`config.mk`:
```
export PLATFORM = sky130hd
export DESIGN_NAME = forward_ctrl
export DESIGN_NICKNAME = d
export VERILOG_FILES = /design/src/rtl/forward_ctrl_pkg.sv /design/src/rtl/forward_ctrl_sel.sv /design/src/rtl/forward_ctrl.sv
export SDC_FILE = /design/constraint.sdc
export NUM_CORES = 1
export LEC_CHECK = 0
export CORE_ASPECT_RATIO = 0.7
export CORE_MARGIN = 3
export CORE_UTILIZATION = 49
export DETAILED_ROUTE_END_ITERATION = 16
export PLACE_DENSITY = 0.93
export SYNTH_ARGS = -nofsm -noshare
export SYNTH_HDL_FRONTEND = slang
export SYNTH_SLANG_ARGS = --single-unit
export TNS_END_PERCENT = 5
```
`constraint.sdc`:
```
create_clock -name clk_i -period 3 [get_ports clk_i]
set_input_delay 0.6 -clock clk_i [delete_from_list [all_inputs] [get_ports clk_i]]
set_output_delay 0.6 -clock clk_i [all_outputs]
set_load 0.02 [all_outputs]
```
`src/rtl/forward_ctrl_pkg.sv`:
```
// forward_ctrl_pkg
// Purpose: constants shared by the forwarding unit and the downstream ALU
//          operand muxes. It holds the operand-select encodings and the
//          register-address width.
// Ports:   none (package)
package forward_ctrl_pkg;

  localparam int unsigned REG_ADDR_W = 5;

  // Operand-select encoding. 2'b11 is never produced.
  localparam logic [1:0] FWD_REG = 2'b00;  // register-file read data
  localparam logic [1:0] FWD_WB  = 2'b01;  // MEM/WB write-back data
  localparam logic [1:0] FWD_MEM = 2'b10;  // EX/MEM ALU result

endpackage : forward_ctrl_pkg

```
`src/rtl/forward_ctrl_sel.sv`:
```
// forward_sel
// Purpose: combinational operand-select for one ALU source. The EX/MEM
//          producer has priority over the MEM/WB producer because it holds
//          the most recent value. Register $0 is never forwarded.
// Ports:
//   src    in  [REG_ADDR_W-1:0]  source register of the EX instruction
//   mem_rd in  [REG_ADDR_W-1:0]  destination held in EX/MEM
//   mem_we in  1                 EX/MEM instruction writes the register file
//   wb_rd  in  [REG_ADDR_W-1:0]  destination held in MEM/WB
//   wb_we  in  1                 MEM/WB instruction writes the register file
//   sel    out [1:0]             operand-mux select
module forward_sel
  import forward_ctrl_pkg::*;
(
  input  logic [REG_ADDR_W-1:0] src,
  input  logic [REG_ADDR_W-1:0] mem_rd,
  input  logic                  mem_we,
  input  logic [REG_ADDR_W-1:0] wb_rd,
  input  logic                  wb_we,
  output logic [1:0]            sel
);

  logic mem_hit;
  logic wb_hit;

  assign mem_hit = mem_we && (mem_rd != '0) && (mem_rd == src);
  assign wb_hit  = wb_we  && (wb_rd  != '0) && (wb_rd  == src);

  always_comb begin
    sel = FWD_REG;
    if (mem_hit) begin
      sel = FWD_MEM;
    end else if (wb_hit) begin
      sel = FWD_WB;
    end
  end

endmodule : forward_sel

```
`src/rtl/forward_ctrl.sv`:
```
// forward_ctrl
// Purpose: data-forwarding and load-use hazard unit for a 5-stage pipeline.
//          Tracks the destinations of the instructions in EX/MEM and MEM/WB,
//          drives the ALU operand-mux selects and raises a stall on a
//          load-use hazard. It also keeps a saturating count of stall cycles.
// Ports:
//   clk_i          in  1   clock, rising edge
//   rst_i          in  1   asynchronous reset, active low
//   ex_rs_i        in  5   rs of the EX instruction
//   ex_rt_i        in  5   rt of the EX instruction
//   ex_rd_i        in  5   destination of the EX instruction
//   ex_regwrite_i  in  1   EX instruction writes the register file
//   ex_memread_i   in  1   EX instruction is a load
//   id_rs_i        in  5   rs of the ID instruction
//   id_rt_i        in  5   rt of the ID instruction
//   flush_i        in  1   squash the EX instruction
//   fwd_a_o        out 2   operand-A mux select
//   fwd_b_o        out 2   operand-B mux select
//   stall_o        out 1   load-use stall
//   stall_cnt_o    out 16  saturating stall-cycle count
module forward_ctrl
  import forward_ctrl_pkg::*;
(
  input  logic                  clk_i,
  input  logic                  rst_i,
  input  logic [REG_ADDR_W-1:0] ex_rs_i,
  input  logic [REG_ADDR_W-1:0] ex_rt_i,
  input  logic [REG_ADDR_W-1:0] ex_rd_i,
  input  logic                  ex_regwrite_i,
  input  logic                  ex_memread_i,
  input  logic [REG_ADDR_W-1:0] id_rs_i,
  input  logic [REG_ADDR_W-1:0] id_rt_i,
  input  logic                  flush_i,
  output logic [1:0]            fwd_a_o,
  output logic [1:0]            fwd_b_o,
  output logic                  stall_o,
  output logic [15:0]           stall_cnt_o
);

  logic [REG_ADDR_W-1:0] mem_rd;
  logic                  mem_we;
  logic [REG_ADDR_W-1:0] wb_rd;
  logic                  wb_we;

  // The tracking registers advance even while stalled. The bubble comes in
  // through ex_regwrite_i=0 on the following cycle. A squashed instruction
  // enters EX/MEM with its write enable cleared, so it never acts as a
  // forwarding source.
  always_ff @(posedge clk_i or negedge rst_i) begin
    if (!rst_i) begin
      mem_rd <= '0;
      mem_we <= 1'b0;
      wb_rd  <= '0;
      wb_we  <= 1'b0;
    end else begin
      wb_rd  <= mem_rd;
      wb_we  <= mem_we;
      mem_rd <= ex_rd_i;
      mem_we <= ex_regwrite_i & ~flush_i;
    end
  end

  forward_sel u_sel_a (
    .src    (ex_rs_i),
    .mem_rd (mem_rd),
    .mem_we (mem_we),
    .wb_rd  (wb_rd),
    .wb_we  (wb_we),
    .sel    (fwd_a_o)
  );

  forward_sel u_sel_b (
    .src    (ex_rt_i),
    .mem_rd (mem_rd),
    .mem_we (mem_we),
    .wb_rd  (wb_rd),
    .wb_we  (wb_we),
    .sel    (fwd_b_o)
  );

  // A flushed load cannot cause a stall because its result is discarded.
  assign stall_o = ex_memread_i & ex_regwrite_i & ~flush_i &
                   (ex_rd_i != '0) &
                   ((ex_rd_i == id_rs_i) | (ex_rd_i == id_rt_i));

  always_ff @(posedge clk_i or negedge rst_i) begin
    if (!rst_i) begin
      stall_cnt_o <= '0;
    end else if (stall_o && (stall_cnt_o != 16'hFFFF)) begin
      stall_cnt_o <= stall_cnt_o + 16'd1;
    end
  end

endmodule : forward_ctrl

```
==> qor.csv <==
stage,metric,value,unit
run_status,status,completed,
worst_setup_path,worst-path cell chain,"clkdlybuf4s50_1, or4_1, o211a_1, nor2b_1, dlygate4sd2_1",
power_and_ir_drop,VDD IR max,0.342,mV
floorplan,# IOs,51,
routing,Max Used Layer,met4,
floorplan,Die ar.,3850,sq um
floorplan,Core Area,2880,sq um
sta,Worst Max-Slew Pin Slew,781,ps
worst_setup_path,crit end category,output port,
power_and_ir_drop,P per Cell Area,359,nW/um^2
worst_setup_path,"Worst Path Class, Setup",in2out,
routing,number of vias per cell,5.59,
yosys,Netlist cell types,30,
place,# port buffers,50,
floorplan,die extent in y,52.8,um
routing,Routed Antenna Nets,0,
sta,"Worst Setup Slack, final",162,ps
clocking,setup bufs post-CTS,0,
worst_hold_path,Hold Crit Class,reg2reg,
clocking,Inserted Clock Buffers,3,
place,post-place setup slack,-239,ps
yosys,asr flop ratio synth,1.00,
sta,Fin. Hold Viols,0,
yosys,Yosys reg bits,28,
grt,vias in the first global route,1400,
yosys,number of flops mapped to enable cells by yosys,0,
sta,Slew Limit Headroom,0.478,
sta,post-layout minimum cycle time,2840,ps
sta,hold_ws,392,ps
worst_setup_path,startpoint types,primary input,
yosys,post-synthesis sequential area ratio,0.457,
worst_setup_path,Top delay family on crit path,buffers and inverters,
routing,met2 routed WL,2.07,mm
place,GP Congestion,0.849,
floorplan,row count,16,
clocking,Clock transition at path regs,90,ps
sta,"Setup violations, final",0,
cells_and_area,final instance area,2190,sq um
cells_and_area,ant diodes,0,
grt,Global Route Usage Sum,0.229,
cells_and_area,layout cell share with drive strength beyond 1,0.123,
clocking,CTS H-tree lvls,1,
clocking,Skew-Pair Late Insertion Delay,270,ps
worst_setup_path,Buf/Inv on CP,2,
sta,"Slew Viols, Final",0,
cells_and_area,Layout Nets,236,
sta,Fmax achieved,0.352,GHz
routing,Iteration-0 DRC Markers,90,
clocking,TritonCTS clock tree,built,
routing,WL met3,223,um
sta,worst clock skew,7.13,ps
yosys,synthesized area per cell,11.0,sq um
routing,length of routed wiring on met1,1.65,mm
power_and_ir_drop,leakage,0.994,nW
routing,WL final,4.04,mm
grt,global route total overflow,0,
sta,RSZ-0062 raised after global routing,no,
worst_setup_path,CP max stage cell,or4_1,
cells_and_area,FILL cells,181,
sta,final setup TNS,0,ps
sta,period utilization,0.946,
yosys,Synthesized Nets,171,
worst_setup_path,"slowest stage delay, CP",530,ps
job,Max Cap Viol,0,
place,DP Area,2150,sq um
yosys,Syn. warnings,0,
worst_setup_path,CP Max Fanout,2,
clocking,Post-CTS Hold Fix Bufs,0,
grt,initial antenna violation count,0,
routing,DRC Markers,0,
routing,DR pass1 iterations,4,
clocking,Clock Path Buffers,2,
worst_setup_path,"Req. time, crit path",2400,ps
routing,total number of vias,1337,
yosys,Post-Syn Instances,140,
clocking,Root Buffer,clkbuf_8,
worst_setup_path,crit path DAT,2240,ps
yosys,Post-Syn Area,1530,sq um
clocking,CTS Sinks,28,
routing,Routed WL per cell,16.9,um
yosys,Synth Flop Type,dfrtp_1,
grt,largest net degree at the start of global routing,29,
floorplan,die span in x,72.9,um
floorplan,Initial Utilization,0.532,
cells_and_area,area added between synthesis and finish,43.1,%
place,DPL Wire Length,3.37,mm
grt,first-pass GRT wire length,6.64,mm
==> cell usage after synthesis, drive strengths merged (2+ instances only) <==
library cell,number,area [sq um]
or4,4,30.0
xnor2,9,78.8
nor3,9,45.0
buf,4,31.3
nor4,10,68.8
nand3,10,50.1
mux2,2,26.3
nand4,3,25.0
nor2b,2,12.5
xor2,35,307
o21ai,2,10.0
dfrtp,28,701
nor2,6,25.0
nand2,6,22.5
==> final timing paths <==
check	startpoint	slack [ps]	to	depth (start not counted)
setup / recovery	ex_rd_i[1]	160	stall_o	5
hold / removal	mem_we$_DFF_PN0_	390	wb_we$_DFF_PN0_	0
setup reg to reg	stall_cnt_o[3]$_DFFE_PN0P_	700	stall_cnt_o[1]$_DFFE_PN0P_	5
hold reg to reg	mem_we$_DFF_PN0_	390	wb_we$_DFF_PN0_	0
max in group asynchronous	rst_i	2020	stall_cnt_o[11]$_DFFE_PN0P_	2
min in group asynchronous	rst_i	710	stall_cnt_o[9]$_DFFE_PN0P_	2
==> stage by stage <==
stage / cells / util / total power [mW]
finish: 239 / 0.761 / 0.788
global route: 239 / 0.761 / 0.824
CTS: 239 / 0.762 / 0.790
detailed placement: 236 / 0.747 / 0.594
global placement: 236 / 0.747 / 0.580
floorplan: 140 / - / 0.486
==> power by group <==
group	switching (mW)	total, mW	internal [mW]
Sequential	0.0226	0.417	0.394
Clock	0.111	0.201	0.0902
Combinational	0.0750	0.170	0.0946
Total	0.209	0.788	0.579
==> placed cells by master (no fill, tap or decap), drive strengths merged <==
cell,instances
nand4,3
mux2,2
nor3b,1
nand2,6
or2,1
o21ai,2
or3,1
ha,1
buf,14
o41ai,1
inv,1
clkbuf,4
xnor2,9
o211a,1
nor4b,1
dfrtp,28
nor4,10
or4,4
nor2b,2
nor3,9
nand3,10
dlygate4sd2,3
a22oi,1
nor2,6
and3,1
dlymetal6s2s,1
xor2,35
clkdlybuf4s50,45
==> routing by layer <==
metal | GRT usage | vias up
li1 | - | 619
met1 | 0.284 | 641
met2 | 0.407 | 67
met3 | 0.0383 | 10
met4 | 0.0706 | 0
met5 | 0 | -
==> worst register-to-register path, delay by kind of cell, from the launching register on <==
kind               cells  cell delay (ps)
DFF                    1              460
AOI/OAI and AO/OA      1              780
and+or+nand+nor        3              620
muxes                  1              330
==> area by class of cell <==
type                    count  area, sq um  area share
well taps                  36         45.0      0.0205
repair buffers             64          599       0.273
flip-flops and latches     28          701       0.319
clock buffers               3         41.3      0.0188
multi-input cells         107          805       0.367
inverters                   1         3.75     0.00171
==> registers in the layout, summed over array words and instances, names as in the netlist <==
signal       flops
wb_we            1
mem_rd           5
wb_rd            5
mem_we           1
stall_cnt_o     16
==> timing repair <==
action                                  4_1_cts  5_1_grt
endpoints found under the hold margin         0        0
endpoints found under the setup margin        5        2
resized for setup                             6        4
==> cell families (layout without fill, tap and decap cells) <==
group                      count (synthesis)  in the layout  synth area share
muxes                                      2              2            0.0171
DFF                                       28             28             0.457
buffers and inverters                      5             68            0.0228
and+or+nand+nor                           55             55             0.205
xor gates and xnor gates                  44             44             0.251
adders and majority gates                  1              1           0.00816
AOI/OAI and AO/OA                          5              5            0.0392
No activity file was read; power rests on OpenSTA's default activity.
